**src/rtl/alu_cmd_issuer.sv**
```systemverilog
// Command front-end for the one-hot-select ALU: issues a command, waits
// LAT cycles, samples and checks the result, then returns it with stats.
module alu_cmd_issuer #(
  parameter int W   = 4,
  parameter int LAT = 1
) (
  input  logic         clk,
  input  logic         rst,
  input  logic         cmd_valid,
  output logic         cmd_ready,
  input  logic [2:0]   cmd_op,
  input  logic [W-1:0] cmd_a,
  input  logic [W-1:0] cmd_b,
  output logic [5:0]   alu_sel,
  output logic [W-1:0] alu_a,
  output logic [W-1:0] alu_b,
  input  logic [W-1:0] alu_result,
  output logic         rsp_valid,
  input  logic         rsp_ready,
  output logic [2:0]   rsp_op,
  output logic [W-1:0] rsp_data,
  output logic         rsp_err,
  output logic [15:0]  done_cnt,
  output logic [7:0]   err_cnt
);

  typedef enum logic [1:0] {
    IDLE,
    DRIVE,
    RESP
  } state_t;

  localparam logic [3:0] LAT_M1 = 4'(LAT - 1);

  state_t       state;
  state_t       state_nxt;
  logic [2:0]   op_q;
  logic [W-1:0] a_q;
  logic [W-1:0] b_q;
  logic [3:0]   cnt;
  logic         accept;
  logic         sample;
  logic         mismatch;
  logic [5:0]   sel_enc;
  logic [W-1:0] golden;

  assign cmd_ready = (state == IDLE) && !rst;
  assign rsp_valid = (state == RESP);
  assign accept    = cmd_valid && cmd_ready;
  assign sample    = (state == DRIVE) && (cnt == 4'd0);
  assign mismatch  = (alu_result != golden);

  always_comb begin
    sel_enc = 6'b000000;
    unique case (cmd_op)
      3'd0:    sel_enc = 6'b000001;
      3'd1:    sel_enc = 6'b000010;
      3'd2:    sel_enc = 6'b000100;
      3'd3:    sel_enc = 6'b001000;
      3'd4:    sel_enc = 6'b010000;
      3'd5:    sel_enc = 6'b100000;
      default: sel_enc = 6'b000000;
    endcase
  end

  // Reference value from the captured operands, independent of alu_a/alu_b
  always_comb begin
    golden = '0;
    unique case (op_q)
      3'd0:    golden = a_q + b_q;
      3'd1:    golden = a_q - b_q;
      3'd2:    golden = a_q & b_q;
      3'd3:    golden = a_q ^ b_q;
      3'd4:    golden = ~a_q;
      3'd5:    golden = ~b_q;
      default: golden = '0;
    endcase
  end

  always_ff @(posedge clk) begin
    if (rst) state <= IDLE;
    else     state <= state_nxt;
  end

  always_comb begin
    state_nxt = state;
    unique case (state)
      IDLE:    if (accept) state_nxt = DRIVE;
      DRIVE:   if (cnt == 4'd0) state_nxt = RESP;
      RESP:    if (rsp_ready) state_nxt = IDLE;
      default: state_nxt = IDLE;
    endcase
  end

  always_ff @(posedge clk) begin
    if (rst) begin
      op_q     <= '0;
      a_q      <= '0;
      b_q      <= '0;
      cnt      <= '0;
      alu_sel  <= '0;
      alu_a    <= '0;
      alu_b    <= '0;
      rsp_op   <= '0;
      rsp_data <= '0;
      rsp_err  <= 1'b0;
      done_cnt <= '0;
      err_cnt  <= '0;
    end else if (accept) begin
      op_q    <= cmd_op;
      a_q     <= cmd_a;
      b_q     <= cmd_b;
      alu_sel <= sel_enc;
      alu_a   <= cmd_a;
      alu_b   <= cmd_b;
      cnt     <= LAT_M1;
    end else if (sample) begin
      alu_sel  <= '0;
      alu_a    <= '0;
      alu_b    <= '0;
      rsp_op   <= op_q;
      rsp_data <= alu_result;
      rsp_err  <= mismatch;
      done_cnt <= done_cnt + 16'd1;
      if (mismatch && err_cnt != 8'hFF)
        err_cnt <= err_cnt + 8'd1;
    end else if (state == DRIVE) begin
      cnt <= cnt - 4'd1;
    end
  end

endmodule

```
**config.mk**
```make
export PLATFORM = sky130hd
export DESIGN_NAME = alu_cmd_issuer
export DESIGN_NICKNAME = d
export VERILOG_FILES = /design/src/rtl/alu_cmd_issuer.sv
export SDC_FILE = /design/constraint.sdc
export NUM_CORES = 1
export LEC_CHECK = 0
export BUFFER_PORTS_ARGS = -buffer_cell sky130_fd_sc_hd__buf_4
export CORE_MARGIN = 3
export CORE_UTILIZATION = 45
export DETAILED_ROUTE_END_ITERATION = 8
export GPL_TIMING_DRIVEN = 0
export HOLD_SLACK_MARGIN = 0.08
export PLACE_DENSITY = 0.68
export SLEW_MARGIN = 30
export SYNTH_ARGS = -nofsm -noshare
export SYNTH_HDL_FRONTEND = slang
export SYNTH_SLANG_ARGS = --single-unit
```
**constraint.sdc**
```tcl
create_clock -name clk -period 3.45 [get_ports clk]
set_input_delay 0.345 -clock clk [delete_from_list [all_inputs] [get_ports clk]]
set_output_delay 0.345 -clock clk [all_outputs]
set_load 0.05 [all_outputs]
```
==> flow_summary.yaml, run 1 <==
drt:
  firstDrtPassIters: 4
  drc_errors: 0
  vias_per_cell: 5.34
  vias: 2624
  drt_iter0_drc: 137
  finalWirelength_um: 6880
  ant_nets: 0
  drt-wirelength-per-cell_um: 14.0
setup_path:
  r2r_setup_slack_ns: 0.21
  cp.arrival_ns: 3.46
  path_buf_inv: 3
  required_ns: 3.67
  end_kind: "flip-flop"
  regToRegStartpoint: "op_q[2]"
  rr_worst_depth: 15
  crit_path_top_delay_cell: "or4_4"
  cp_max_fo: 10
  cp_top_family: "simple AND/OR/NAND/NOR gates"
  r2r-end: "err_cnt[4]"
  worstSetupPathType: "reg -> reg"
  startpoint_type: "flip-flop"
  slowest_delay_ns: 0.44
  cp_cell_sequence: "buf_4, nor2_2, nand2_1, nor2_1, a21o_1, inv_1, ha_1, nor2b_1, o21a_1, o2111a_1, or4_4, a211oi_4, buf_6, nor4b_2, mux2_4"
synthesis:
  synthFlopType: "dfxtp_1"
  ys_seq_elements: 63
  synth.distinct_cells: 52
  synth_edf_count: 0
  ys.warnings.count: 0
  synthCells: 333
  synth_fp_nets: 364
  avgSynthCellArea_sq_um: 8.92
  postSynth.asyncResetShare: 0
  syn-cell-area_sq_mm: 0.00297
  ys_seq_area_frac: 0.425
layout:
  diodes: 0
  syn_to_final_growth_pct: 28.5
  design_area_sq_mm: 0.00382
  fin_nets: 443
  drive_gt1_frac: 0.250
placed_design:
  place.gp.congestion: 0.883
  place_hpwl_um: 5100
  place_area_sq_mm: 0.00356
  io_buffers: 66
pwr:
  pwr-share-comb: 0.200
  p_seq_frac: 0.426
  swShare: 0.291
  cellLeakagePower_uw: 0.00156
  clockPowerShare: 0.374
  p_switching_uw: 534
  powerDensity_mw_per_mm2: 481
  peakVddDrop_v: 0.000417
  p_int_uw: 1300
clock_network:
  ctsLongestPathBuffers: 2
  holdBufCountCts: 0
  h-tree-depth: 3
  clk_pin_slew_ns: 0.07
  cts_made_buffers: 9
  clk_latency_ns: 0.34
  cts_root_buffer: "clkbuf_8"
  numClockSinks: 63
  tritoncts: "built"
die:
  num_io_pins: 67
  dieArea_sq_mm: 0.00761
  core_region_area_sq_mm: 0.00617
  fp.dieW_um: 87.2
  initial_core_util: 0.482
  fp-row-count: 28
  die_h_um: 87.2
job:
  drv_cap: 0
timing:
  tightestPinTransition_ns: 0.773
  max_freq_mhz: 309
  slew_headroom: 0.481
  setup_violations: 0
  final.period_utilization: 0.939
  final_max_slew_viol_count: 0
  period_minus_slack_ns: 3.24
  rsz0062_at_grt: "true"
  fin_skew_ns: 0.00957
  finalHoldViolCount: 0
  fin_setup_tns_ns: 0
global_routing:
  grt_max_degree: 12
  overflow: 0
  first_global_vias: 2441
  grt_pass1_wl_um: 11500
  grt_util_all_layers: 0.193
  antenna_found_initial: 0
hold_path:
  hold_depth: 2
  holdCritStartpoint: "cmd_a[0]"
  hold_end: "a_q[0]"
  hold_class: "in -> reg"
outcome:
  status: "finished clean"
==> what timing repair did <==
| action | CTS | global route |
|---|---|---|
| setup buffers | 0 | 1 |
| endpoints found under the setup margin | 0 | 9 |
| gates resized for setup | 0 | 9 |
==> worst reg2reg max path: cells and delay by family (launching register included) <==
kind | cells | cell delay [ns]
AND/OR/NAND/NOR | 6 | 0.92
multiplexers | 1 | 0.29
flip-flops | 1 | 0.34
buffers and inverters | 3 | 0.40
AO/OA/AOI/OAI | 4 | 0.91
adder cells (fa/ha/maj) | 1 | 0.26
==> power by group through the flow <==
stage / Clock [uW] / Combinational (uW) / Sequential (uW)
after CTS: 698 / 342 / 782
after floorplan: 0 / 190 / 848
after global routing: 743 / 400 / 787
after detailed placement: 0 / 340 / 798
after global placement: 0 / 331 / 798
final: 686 / 368 / 783
==> area by class of cell <==
| class | instances | area (sq um) |
|---|---|---|
| repair buffers | 68 | 508 |
| inverters | 10 | 37.5 |
| clock buffers | 9 | 124 |
| multi-input cells | 246 | 1640 |
| flip-flops and latches | 63 | 1260 |
| plain buffers | 14 | 65.1 |
| well taps | 75 | 93.8 |
| fillers | 536 | 2350 |
| clock inverters | 6 | 86.3 |
==> state kept, by name, summed over array words and instances, names as in the netlist <==
name	flops
b_q	4
done_cnt	16
a_q	4
alu_sel	6
err_cnt	8
rsp_op	3
state	2
op_q	3
cnt	4
rsp_err	1
rsp_data	4
alu_a	4
alu_b	4
==> synth_stat cells (3+ instances only) <==
| master | number | area share |
|---|---|---|
| clkbuf_1 | 10 | 0.013 |
| a21oi_1 | 15 | 0.025 |
| nand2b_1 | 5 | 0.011 |
| a22oi_1 | 5 | 0.013 |
| mux2i_1 | 5 | 0.017 |
| nand4_1 | 5 | 0.011 |
| a221oi_1 | 3 | 0.0088 |
| o21a_1 | 3 | 0.0076 |
| nor2b_1 | 8 | 0.017 |
| nand3_1 | 10 | 0.017 |
| inv_1 | 10 | 0.013 |
| mux2_4 | 4 | 0.020 |
| nor4_1 | 3 | 0.0063 |
| nor3_1 | 13 | 0.022 |
| nor2_1 | 44 | 0.056 |
| xnor2_1 | 7 | 0.021 |
| ha_1 | 11 | 0.046 |
| xor2_1 | 15 | 0.044 |
| a22o_1 | 14 | 0.041 |
| o21ai_0 | 5 | 0.0084 |
| nand2_1 | 36 | 0.045 |
| dfxtp_1 | 63 | 0.42 |
| o31ai_1 | 3 | 0.0076 |
==> logic make-up (layout without fill, tap and decap cells) <==
family	after synthesis	in the layout	share of synthesized area
DFF	63	63	0.425
AOI/OAI and AO/OA	60	60	0.149
buffers and inverters	24	107	0.0333
and+or+nand+nor	142	142	0.234
adders and majority gates	12	12	0.0531
xor gates and xnor gates	22	22	0.0649
muxes	10	10	0.0409
==> metal layers <==
metal | routed length, um | GRT usage
met5 | 0 | 0
met4 | 51 | 0.0586
met3 | 484 | 0.0681
met2 | 3020 | 0.293
met1 | 3320 | 0.257
==> how the worst max path moves through the flow <==
stage | cells after the start | start | end | slack (ns)
4_1_cts | 14 | op_q[0] | err_cnt[0] | 0.03
3_3_place_gp | 14 | op_q[0] | err_cnt[0] | 0.11
3_5_place_dp | 14 | op_q[0] | err_cnt[0] | 0.05
5_1_grt | 15 | op_q[2] | err_cnt[4] | 0.003
2_1_floorplan | 14 | op_q[0] | err_cnt[0] | 0.42
6_report | 15 | op_q[2] | err_cnt[4] | 0.21
==> through the flow <==
stage	power (uW)	utilization	hold WS [ns]	cells	worst slack [ns]
3_5_place_dp	1140	0.577	0.448	474	0.0534
6_report	1840	0.619	0.233	491	0.212
2_1_floorplan	1040	-	0.444	333	0.422
5_1_grt	1930	0.619	0.212	491	0.00297
3_3_place_gp	1130	0.577	0.442	474	0.111
4_1_cts	1820	0.611	0.221	489	0.0312
==> cell usage in the layout, fill, tap and decap left out, types with 2 or more instances in the layout <==
| cell type | count |
|---|---|
| a21oi_1 | 15 |
| a221oi_1 | 3 |
| a22o_1 | 14 |
| a22oi_1 | 5 |
| a32oi_1 | 2 |
| and2_1 | 2 |
| buf_1 | 2 |
| buf_4 | 68 |
| bufinv_16 | 2 |
| clkbuf_1 | 9 |
| clkbuf_8 | 9 |
| clkinv_2 | 2 |
| dfxtp_1 | 63 |
| ha_1 | 11 |
| inv_1 | 10 |
| mux2_4 | 4 |
| mux2i_1 | 5 |
| nand2_1 | 36 |
| nand2b_1 | 5 |
| nand3_1 | 10 |
| nand4_1 | 5 |
| nor2_1 | 43 |
| nor2_2 | 3 |
| nor2b_1 | 8 |
| nor3_1 | 13 |
| nor3b_2 | 2 |
| nor4_1 | 3 |
| o21a_1 | 3 |
| o21ai_0 | 5 |
| o31ai_1 | 2 |
| or2_2 | 2 |
| xnor2_1 | 7 |
| xor2_1 | 15 |
Note: power is estimated with default switching activity, not from simulation.
==> inputs of run 2 (changes only) <==
--- a/config.mk
+++ b/config.mk
@@ -5,6 +5,7 @@
 export SDC_FILE = /design/constraint.sdc
 export NUM_CORES = 1
 export LEC_CHECK = 0
+export ABC_AREA = 1
 export BUFFER_PORTS_ARGS = -buffer_cell sky130_fd_sc_hd__buf_4
 export CORE_MARGIN = 3
 export CORE_UTILIZATION = 45
==> run 2 against run 1 <==
Net effect: sequential power is essentially flat; maximum frequency grew 22%; global-route usage grew 1.2 points; hold slack gained 0.0016 ns; critical endpoint is now err_cnt[0]; worst setup slack gained 0.57 ns; critical path depth grew 3; highest routed layer unchanged.
==> flow_summary.yaml, run 2 <==
placed_design:
  place_area_sq_mm: 0.00362
  place.gp.congestion: 0.836
  place_hpwl_um: 5580
  io_buffers: 65
layout:
  layout_commonest_cell: "nand2_1"
  largest_reg_flops: 16
  fillCellCount: 615
  diodes: 0
  top_regs: "done_cnt (16), err_cnt (8), alu_sel (6)"
  design_area_sq_mm: 0.00383
  final_cell_mix: "nand2_1 (87), buf_4 (65), dfxtp_1 (63)"
  fin_nets: 519
  drive_gt1_frac: 0.191
  syn_to_final_growth_pct: 26.1
  largest_register: "done_cnt"
drt:
  finalWirelength_um: 7340
  routed.top_layer: "met4"
  vias_per_cell: 5.17
  vias: 2946
  drt-wirelength-per-cell_um: 12.9
  wl_met2_um: 3480
  drt_iter0_drc: 191
  routed-wl-met3_um: 353
  ant_nets: 0
  met1Wirelength_um: 3440
  drc_errors: 0
  firstDrtPassIters: 4
timing:
  setup_violations: 0
  finalHoldViolCount: 0
  final_max_slew_viol_count: 0
  slew_headroom: 0.600
  rsz0062_at_grt: "false"
  final.period_utilization: 0.772
  fin_skew_ns: 0.00803
  tightestPinTransition_ns: 0.600
  fin_setup_tns_ns: 0
  period_minus_slack_ns: 2.66
  hold_ws_ns: 0.234
  max_freq_mhz: 375
setup_path:
  required_ns: 3.72
  cp.arrival_ns: 2.94
  slowest_delay_ns: 0.37
  cp_max_fo: 10
  startpoint_type: "flip-flop"
  end_kind: "flip-flop"
  cp_top_family: "simple AND/OR/NAND/NOR gates"
  path_buf_inv: 2
  crit_path_top_delay_cell: "dfxtp_1"
  worstSetupPathType: "reg -> reg"
  cp_cell_sequence: "inv_2, nand3_2, o21ai_0, inv_1, ha_1, nand2_1, nor2_1, nor2_1, nand3_1, nand3_1, nand2_1, nand2_1, nand2_1, nand2_4, nand3_4, nand2_1, nand2_1, nor2_1"
  cpMostUsedCell: "nand2_1"
pwr:
  cellLeakagePower_uw: 0.00173
  peakVddDrop_v: 0.000297
  power_uw: 1800
  powerDensity_mw_per_mm2: 471
clock_network:
  tritoncts: "built"
  clk_latency_ns: 0.33
  cts_resized: 0
  cts_made_buffers: 9
  numClockSinks: 63
  clk_pin_slew_ns: 0.07
  cts_root_buffer: "clkbuf_8"
  h-tree-depth: 3
  post-cts-setup-buffer-count: 0
  ctsLongestPathBuffers: 2
  holdBufCountCts: 0
synthesis:
  avgSynthCellArea_sq_um: 7.37
  synth.distinct_cells: 37
  ys_seq_elements: 63
  synth.area.top_cells: "dfxtp_1 (42%), nand2_1 (11%), inv_1 (6.2%), a21oi_1 (5.8%), o21ai_0 (5.3%)"
  synth_most_common_cell: "nand2_1"
  syn-cell-area_sq_mm: 0.00304
  ys_seq_area_frac: 0.415
  synth_top_area_frac: 0.415
  synthCells: 412
  synth_edf_count: 0
  postSynth.asyncResetShare: 0
  ys_top_cells_by_count: "nand2_1 (87), dfxtp_1 (63), inv_1 (50)"
  synth_area_leader_cell: "dfxtp_1"
  synthFlopType: "dfxtp_1"
  ys.warnings.count: 0
  synth_fp_nets: 443
global_routing:
  grt_pass1_wl_um: 12600
  grt_max_degree: 12
  antenna_found_initial: 0
  overflow: 0
  first_global_vias: 2821
  grt_util_all_layers: 0.205
hold_path:
  hold_class: "in -> reg"
die:
  num_io_pins: 67
  dieArea_sq_mm: 0.00777
  core_region_area_sq_mm: 0.00646
  initial_core_util: 0.470
  fp-row-count: 29
  die_h_um: 88.2
  fp.dieW_um: 88.2
outcome:
  status: "finished clean"
job:
  drv_cap: 0
[run 2: cell count changes after synthesis, moves of 6 or more]
cell and change:
a21oi_1 +20, nor3_1 -10, a22o_1 -14, nand3_1 +8
inv_1 +40, o21ai_0 +27, nand2_1 +51, nor2_1 -6
nand4_1 +16, nor2b_1 -8
[run 2: per-stage QoR]
step	setup WS [ns]	util	cells
finish	0.787	0.593	570
global route	0.390	0.593	570
CTS	0.785	0.593	570
detailed placement	0.811	0.561	554
global placement	0.912	0.561	554
floorplan	0.794	-	412
[run 2: metal layers]
| layer | vias to the layer above | GRT usage |
|---|---|---|
| li1 | 1524 | - |
| met1 | 1345 | 0.261 |
| met2 | 71 | 0.334 |
| met3 | 6 | 0.0621 |
| met4 | 0 | 0.0646 |
| met5 | - | 0 |
[run 2: tightest hold or removal path: cells and delay by family]
family                 cells  cell delay, ns
buffers and inverters      1            0.08
AO/OA/AOI/OAI              1            0.06
AND/OR/NAND/NOR            1            0.05
[run 2: kinds of logic after synthesis]
group	count (synthesis)	share of synthesized area
xor+xnor	14	0.0404
compound gates	79	0.140
fa+ha+maj	12	0.0519
flops	63	0.415
simple gates	181	0.274
buf+inv	63	0.0791
[run 2: cell type report]
class | count | area, sq um | share of cell area
Multi-Input combinational cell | 286 | 1540 | 0.401
Sequential cell | 63 | 1260 | 0.329
Timing Repair Buffer | 65 | 488 | 0.127
Inverter | 53 | 199 | 0.0519
Clock buffer | 12 | 155 | 0.0405
Tap cell | 77 | 96.3 | 0.0251
Clock inverter | 4 | 53.8 | 0.0140
Buffer | 10 | 41.3 | 0.0108
[run 2: power breakdown]
part	internal (uW)	switching [uW]	leakage (uW)
Combinational	117	239	0.00112
Clock	375	287	0.0000988
Sequential	759	26.7	0.000513
Total	1250	552	0.00173
[run 2: path summary, 6_finish.rpt]
check                                start  slack, ns          to  depth (start not counted)
worst max-delay path               op_q[2]       0.79  err_cnt[0]                         18
worst min-delay path              cmd_a[3]       0.23      a_q[3]                          3
worst max register to register     op_q[2]       0.79  err_cnt[0]                         18
worst min register to register  alu_sel[0]       0.46  alu_sel[0]                          2
